`config.mk`:
```
export PLATFORM = sky130hd
export DESIGN_NAME = tdm_demux
export DESIGN_NICKNAME = d
export VERILOG_FILES = /design/src/rtl/tdm_demux.sv
export SDC_FILE = /design/constraint.sdc
export NUM_CORES = 1
export LEC_CHECK = 0
export CAP_MARGIN = 20
export CORE_AREA = 2 2 70 72
export DETAILED_ROUTE_END_ITERATION = 8
export DIE_AREA = 0 0 72 74
export PLACE_DENSITY_LB_ADDON = 0.2
export SETUP_SLACK_MARGIN = 0.05
export SYNTH_ARGS = -nofsm -noshare
export SYNTH_HDL_FRONTEND = slang
export SYNTH_SLANG_ARGS = --single-unit
```
`constraint.sdc`:
```
create_clock -name clk -period 2 [get_ports clk]
set_input_delay 0.5 -clock clk [delete_from_list [all_inputs] [get_ports clk]]
set_output_delay 0.5 -clock clk [all_outputs]
set_load 0.02 [all_outputs]
```
`src/rtl/tdm_demux.sv`:
```
// Receive end of a TDM serial link: deserialises NUM_CH slots of DATA_W bits
// (MSB first) framed by frame_sync and steers each slot to its own held register.
module tdm_demux #(
    parameter int NUM_CH = 4,
    parameter int DATA_W = 8
) (
    input  logic                     clk,
    input  logic                     rst_n,
    input  logic                     bit_en,
    input  logic                     sdata_in,
    input  logic                     frame_sync,
    output logic [NUM_CH*DATA_W-1:0] ch_data_out,
    output logic [NUM_CH-1:0]        ch_valid,
    output logic                     frame_done,
    output logic                     sync_err
);

    localparam int BIT_W  = $clog2(DATA_W);
    localparam int SLOT_W = $clog2(NUM_CH);
    localparam logic [BIT_W-1:0]  LAST_BIT  = BIT_W'(DATA_W - 1);
    localparam logic [SLOT_W-1:0] LAST_SLOT = SLOT_W'(NUM_CH - 1);

    typedef enum logic [1:0] {HUNT, RECV, EXPECT} state_t;

    state_t              state_q, state_d;
    logic [BIT_W-1:0]    bit_cnt_q, bit_cnt_d;
    logic [SLOT_W-1:0]   slot_cnt_q, slot_cnt_d;
    // Only the first DATA_W-1 bits of a slot need storing; the LSB arrives live.
    logic [DATA_W-2:0]   shift_q, shift_d;
    logic [DATA_W-1:0]   shifted;
    logic                word_done;
    logic                frame_end;
    logic                framing_err;

    assign shifted = {shift_q, sdata_in};

    always_ff @(posedge clk or negedge rst_n) begin
        if (!rst_n) begin
            state_q    <= HUNT;
            bit_cnt_q  <= '0;
            slot_cnt_q <= '0;
            shift_q    <= '0;
        end else begin
            state_q    <= state_d;
            bit_cnt_q  <= bit_cnt_d;
            slot_cnt_q <= slot_cnt_d;
            shift_q    <= shift_d;
        end
    end

    always_comb begin
        state_d     = state_q;
        bit_cnt_d   = bit_cnt_q;
        slot_cnt_d  = slot_cnt_q;
        shift_d     = shift_q;
        word_done   = 1'b0;
        frame_end   = 1'b0;
        framing_err = 1'b0;
        if (bit_en) begin
            unique case (state_q)
                HUNT: begin
                    if (frame_sync) begin
                        shift_d    = shifted[DATA_W-2:0];
                        bit_cnt_d  = BIT_W'(1);
                        slot_cnt_d = '0;
                        state_d    = RECV;
                    end
                end
                RECV: begin
                    shift_d = shifted[DATA_W-2:0];
                    // Any sync inside a frame restarts it at slot 0 bit 0.
                    if (frame_sync) begin
                        framing_err = 1'b1;
                        bit_cnt_d   = BIT_W'(1);
                        slot_cnt_d  = '0;
                    end else if (bit_cnt_q == LAST_BIT) begin
                        word_done = 1'b1;
                        bit_cnt_d = '0;
                        if (slot_cnt_q == LAST_SLOT) begin
                            frame_end  = 1'b1;
                            slot_cnt_d = '0;
                            state_d    = EXPECT;
                        end else begin
                            slot_cnt_d = slot_cnt_q + SLOT_W'(1);
                        end
                    end else begin
                        bit_cnt_d = bit_cnt_q + BIT_W'(1);
                    end
                end
                EXPECT: begin
                    if (frame_sync) begin
                        shift_d    = shifted[DATA_W-2:0];
                        bit_cnt_d  = BIT_W'(1);
                        slot_cnt_d = '0;
                        state_d    = RECV;
                    end else begin
                        framing_err = 1'b1;
                        state_d     = HUNT;
                    end
                end
                default: state_d = HUNT;
            endcase
        end
    end

    // Completed words land in their channel register one clock after the LSB strobe.
    always_ff @(posedge clk or negedge rst_n) begin
        if (!rst_n) begin
            ch_data_out <= '0;
            ch_valid    <= '0;
            frame_done  <= 1'b0;
            sync_err    <= 1'b0;
        end else begin
            ch_valid   <= '0;
            frame_done <= frame_end;
            sync_err   <= framing_err;
            for (int k = 0; k < NUM_CH; k++) begin
                if (word_done && (slot_cnt_q == SLOT_W'(k))) begin
                    ch_data_out[k*DATA_W +: DATA_W] <= shifted;
                    ch_valid[k]                     <= 1'b1;
                end
            end
        end
    end

endmodule

```
==> Word level (Yosys, flattened, before mapping) <==
Cells that the tools add are included.
{ "word_totals": {"ff_bits": 52, "input_bits": 5, "out_inout_bits": 38, "wordCells": 70} }
{ "classes": {"n_addsub": 2, "eq_ne": 12, "mux": 34, "reduce_logical": 11} }
{ "op_table": {"columns": ["op", "n"], "rows": [
  ["$mux 1", 17],
  ["$mux 2", 8],
  ["$pmux 7 s2", 1],
  ["$mux 3", 3],
  ["$ne 2x2->1 const B", 4],
  ["$mux 7", 1],
  ["$eq 2x2->1 const B", 3],
  ["$pmux 2 s3", 1],
  ["$pmux 3 s2", 1],
  ["$reduce_and 5->1", 1],
  ["$eq 2x1->1 const B", 2],
  ["$logic_and 1x1->1", 4],
  ["$logic_not 2->1", 2],
  ["$pmux 2 s2", 1],
  ["$reduce_and 4->1", 1],
  ["$add 3x1->3 const B", 1],
  ["$eq 3x3->1 const B", 1],
  ["$ne 3x3->1 const B", 1],
  ["$reduce_and 3->1", 1],
  ["$add 2x1->2 const B", 1],
  ["$ne 2x1->1 const B", 1],
  ["$pmux 1 s2", 1],
  ["$reduce_bool 2->1", 1],
  ["$reduce_or 2->1", 1]
]} }

==> Longest topological paths before layout <==
{ "logic_depth": {"ltp_word": 7, "ltp_mapped": 6, "mapped_depth_nobuf": 5} }

==> Worst setup path before layout <==
Ideal clock, no wire load.
{ "synth_path": {"path_type": "reg2reg", "startpoint": "register bit_cnt_q[0]", "endpoint": "register ch_data_out[24]", "setup_time_ns": 0.125, "t_arrival_ns": 1.680, "t_required_ns": 1.875, "setup_slack_ns": 0.195, "stages_incl_launch_ff": 7, "n_path_buf": 1, "synth_period_minus_slack_ns": 1.805, "path_cell_list": "dfrtp_1 ha_1 ha_1 nand2b_1 buf_4 nor3_4 mux2_4"} }
{ "synth_between": {"elab_chain_len": 6} }
{ "synth_rtl": {"columns": ["item", "line_no", "source"], "rows": [
  ["start: declaration", "26", "logic [BIT_W-1:0] bit_cnt_q, bit_cnt_d;"],
  ["start signal: assignment", "45", "bit_cnt_q <= bit_cnt_d;"],
  ["$eq 3x3->1", "76", "end else if (bit_cnt_q == LAST_BIT) begin"],
  ["$mux 1", "76", null],
  ["$mux 1", "72", "if (frame_sync) begin"],
  ["$mux 1", "60", "unique case (state_q)"],
  ["$mux 1", "59", "if (bit_en) begin"],
  ["$logic_and 1x1->1", "118", "if (word_done && (slot_cnt_q == SLOT_W'(k))) begin"],
  ["end signal: indexed assignment", "119", "ch_data_out[k*DATA_W +: DATA_W] <= shifted;"],
  ["end: declaration", "12", "output logic [NUM_CH*DATA_W-1:0] ch_data_out,"]
]} }
Every way passes these cells.
A chain may end at the register's enable or synchronous reset.

==> Worst setup path after layout <==
{ "layout_path": {"startpoint": "register ch_data_out[1]", "endpoint": "output port ch_data_out[1]"} }
No word-level cell between the ends.

==> impl_metrics.json <==
{
  "cellPowerDensity_mw_per_mm2": 1010,
  "path_cells": "clkdlybuf4s50_1",
  "period_share_pct": 90.1,
  "start_util_pct": 48.7,
  "rsz0062_at_grt": "no",
  "synth_fp_nets": 152,
  "hold_path_class": "in2async",
  "worstSetupEndpointType": "primary output",
  "routed_wl_um": 4310,
  "skew_ns": 0.00550,
  "syn_inst": 141,
  "finalSetupViolCount": 0,
  "finalPower_mw": 3.02,
  "fin_nets": 218,
  "whs_ns": 0.143,
  "period_minus_slack_ns": 1.80,
  "antenna_found_initial": 0,
  "worst_pin_slew_ns": 0.486,
  "cts_made_buffers": 5,
  "max_slew_margin_pct": 67.6,
  "areaGrowthSynthToFinish_pct": 33.0,
  "ys_types": 23,
  "grt_first_pass_wirelength_um": 7130,
  "io_buffers": 42,
  "layout-drive-gt1-share_pct": 36.1,
  "finalNonFillerCells": 262,
  "die_area_mm2": 0.00533,
  "n_fill_cell": 301,
  "clk_pin_slew_ns": 0.09,
  "antenna_left": 0,
  "cp-start-kind": "register",
  "worstPathMaxFanout": 2,
  "crit_slowest_cell": "clkdlybuf4s50_1",
  "cp.required_ns": 1.50,
  "grt_overflow": 0,
  "chipHeight_um": 74,
  "syn_area_per_cell_um2": 15.9,
  "hpwl_um": 3190,
  "drc": 0,
  "vias_per_cell": 4.97,
  "slew_viol_final": 0,
  "cts-root-buf": "clkbuf_8",
  "cp.arrival_ns": 1.30,
  "drtIter0Drc": 54,
  "gp_congestion": 0.777,
  "ys_seq_area_share_pct": 58.1,
  "insertion_delay_ns": 0.30,
  "ctsHtreeMaxLevel": 2,
  "drtPass1Iterations": 4,
  "worst-path-buf-inv": 1,
  "max_clock_freq_mhz": 555,
  "grt_usage_pct": 18.0,
  "status": "finished, final reports clean",
  "cpPeakStageDelay_ns": 0.62,
  "worst_slack_ns": 0.197,
  "routedWlPerCell_um": 16.5,
  "syn_area_mm2": 0.00224,
  "clockBufferDepth": 2,
  "post-place-cells": 254,
  "grt_max_degree": 35,
  "num_io_pins": 43,
  "die_w_um": 72,
  "grt_pass1_vias": 1383,
  "core_area_mm2": 0.00460,
  "peakVddDrop_uv": 488,
  "clock-sinks": 52,
  "rows": 25,
  "path_class": "reg2out",
  "yosys_register_bits": 52,
  "diodes": 0,
  "cts_tree": "built",
  "drv_cap": 0,
  "post-place-ws_ns": -0.118,
  "p_leak_nw": 1.41,
  "finalHoldViolations": 0,
  "cp_top_family": "buffers and inverters",
  "synth_warnings": 0,
  "via_count": 1303
}
-- cells in the mapped netlist, drive strengths merged --
| cell type | count | share of area [%] |
|---|---|---|
| nor3b | 1 | 0.34 |
| nor2b | 1 | 0.28 |
| a21o | 1 | 0.34 |
| a22oi | 1 | 0.34 |
| a21oi | 3 | 0.67 |
| nor3 | 6 | 3.4 |
| dfrtp | 52 | 58 |
| nand3b | 1 | 0.34 |
| mux2i | 3 | 1.3 |
| ha | 6 | 3.4 |
| mux2 | 41 | 26 |
| o21ai | 2 | 0.61 |
| nand2 | 8 | 1.3 |
| and2b | 2 | 0.67 |
| nor2 | 3 | 0.50 |
| nand2b | 2 | 0.56 |
| buf | 2 | 0.84 |
| clkbuf | 1 | 0.17 |
| inv | 5 | 0.84 |
-- final timing paths --
path / depth (start not counted) / start / slack (ns) / to
worst min-delay path: 1 / rst_n / 0.14 / ch_data_out[22]$_DFFE_PN0P_
worst max-delay path: 1 / ch_data_out[1]$_DFFE_PN0P_ / 0.20 / ch_data_out[1]
min in group clk: 1 / ch_data_out[3]$_DFFE_PN0P_ / 0.52 / ch_data_out[3]$_DFFE_PN0P_
max in group asynchronous: 2 / rst_n / 1.31 / ch_data_out[17]$_DFFE_PN0P_
worst max register to register: 6 / bit_cnt_q[0]$_DFFE_PN0P_ / 0.27 / ch_data_out[30]$_DFFE_PN0P_
worst min register to register: 1 / ch_data_out[3]$_DFFE_PN0P_ / 0.52 / ch_data_out[3]$_DFFE_PN0P_
-- routing by layer --
metal  global-route usage (%)  vias to the layer above  routed length [µm]
met2                     29.1                       33                2060
li1                         -                      625                   -
met3                     3.39                        7                 157
met5                        0                        -                   0
met4                     7.76                        0                  91
met1                     24.1                      638                2010
-- flip-flops by register name, summed over array words and instances (netlist names) --
signal and cells:
ch_data_out 32, ch_valid 4, shift_q 7, bit_cnt_q 3, sync_err 1, frame_done 1
slot_cnt_q 2, state_q 2
-- logic make-up (layout without fill, tap and decap cells) --
family | Yosys count | count (layout) | synth area share (%)
buf+inv | 8 | 75 | 1.84
simple gates | 24 | 24 | 7.38
flops | 52 | 52 | 58.1
fa+ha+maj | 6 | 6 | 3.35
compound gates | 7 | 7 | 1.96
mux | 44 | 44 | 27.3
-- stage by stage --
step	utilization [%]	setup TNS, ns	cell area [µm²]
3_5_place_dp	62.8	-3.00	2890
4_1_cts	64.7	0	2980
6_report	64.8	0	2980
5_1_grt	64.8	0	2980
3_3_place_gp	62.8	-1.91	2890
2_1_floorplan	-	0	2240
-- power by group --
part,internal (mW),switching [mW]
sequential,1.27,0.192
clock,0.249,0.344
combinational,0.545,0.415
total,2.07,0.951
-- layout by cell type, fill, tap and decap left out, drive strengths merged, types with 2 or more instances in the layout --
cell type,count
and2b,2
o21ai,2
nand2b,2
dfrtp,52
a21oi,3
mux2i,3
nor3,6
buf,21
clkbuf,6
mux2,41
nand2,8
clkdlybuf4s50,41
ha,6
inv,5
nor2,3
-- cell type report --
| class | instances | area, µm² | area share, % |
|---|---|---|---|
| Multi-Input combinational cell | 81 | 898 | 30.2 |
| Timing Repair Buffer | 62 | 603 | 20.3 |
| Tap cell | 54 | 67.6 | 2.27 |
| Inverter | 5 | 18.8 | 0.630 |
| Clock inverter | 2 | 16.3 | 0.546 |
| Sequential cell | 52 | 1300 | 43.7 |
| Clock buffer | 6 | 72.6 | 2.44 |
-- what timing repair did --
item / 4_1_cts / 5_1_grt
buffers inserted: 0 / 0
hold buffers: 0 / 0
setup endpoints to repair: 0 / 3
resized for setup: 0 / 1
endpoints found under the hold margin: 0 / 0
-- worst register-to-register path, stage by stage, from the launching register on --
cell	delay (ns)
dfrtp_1	0.37
ha_1	0.15
ha_1	0.17
nand2b_2	0.17
nor3_4	0.24
buf_4	0.22
mux2_4	0.31
No activity file was read; power rests on OpenSTA's default activity.
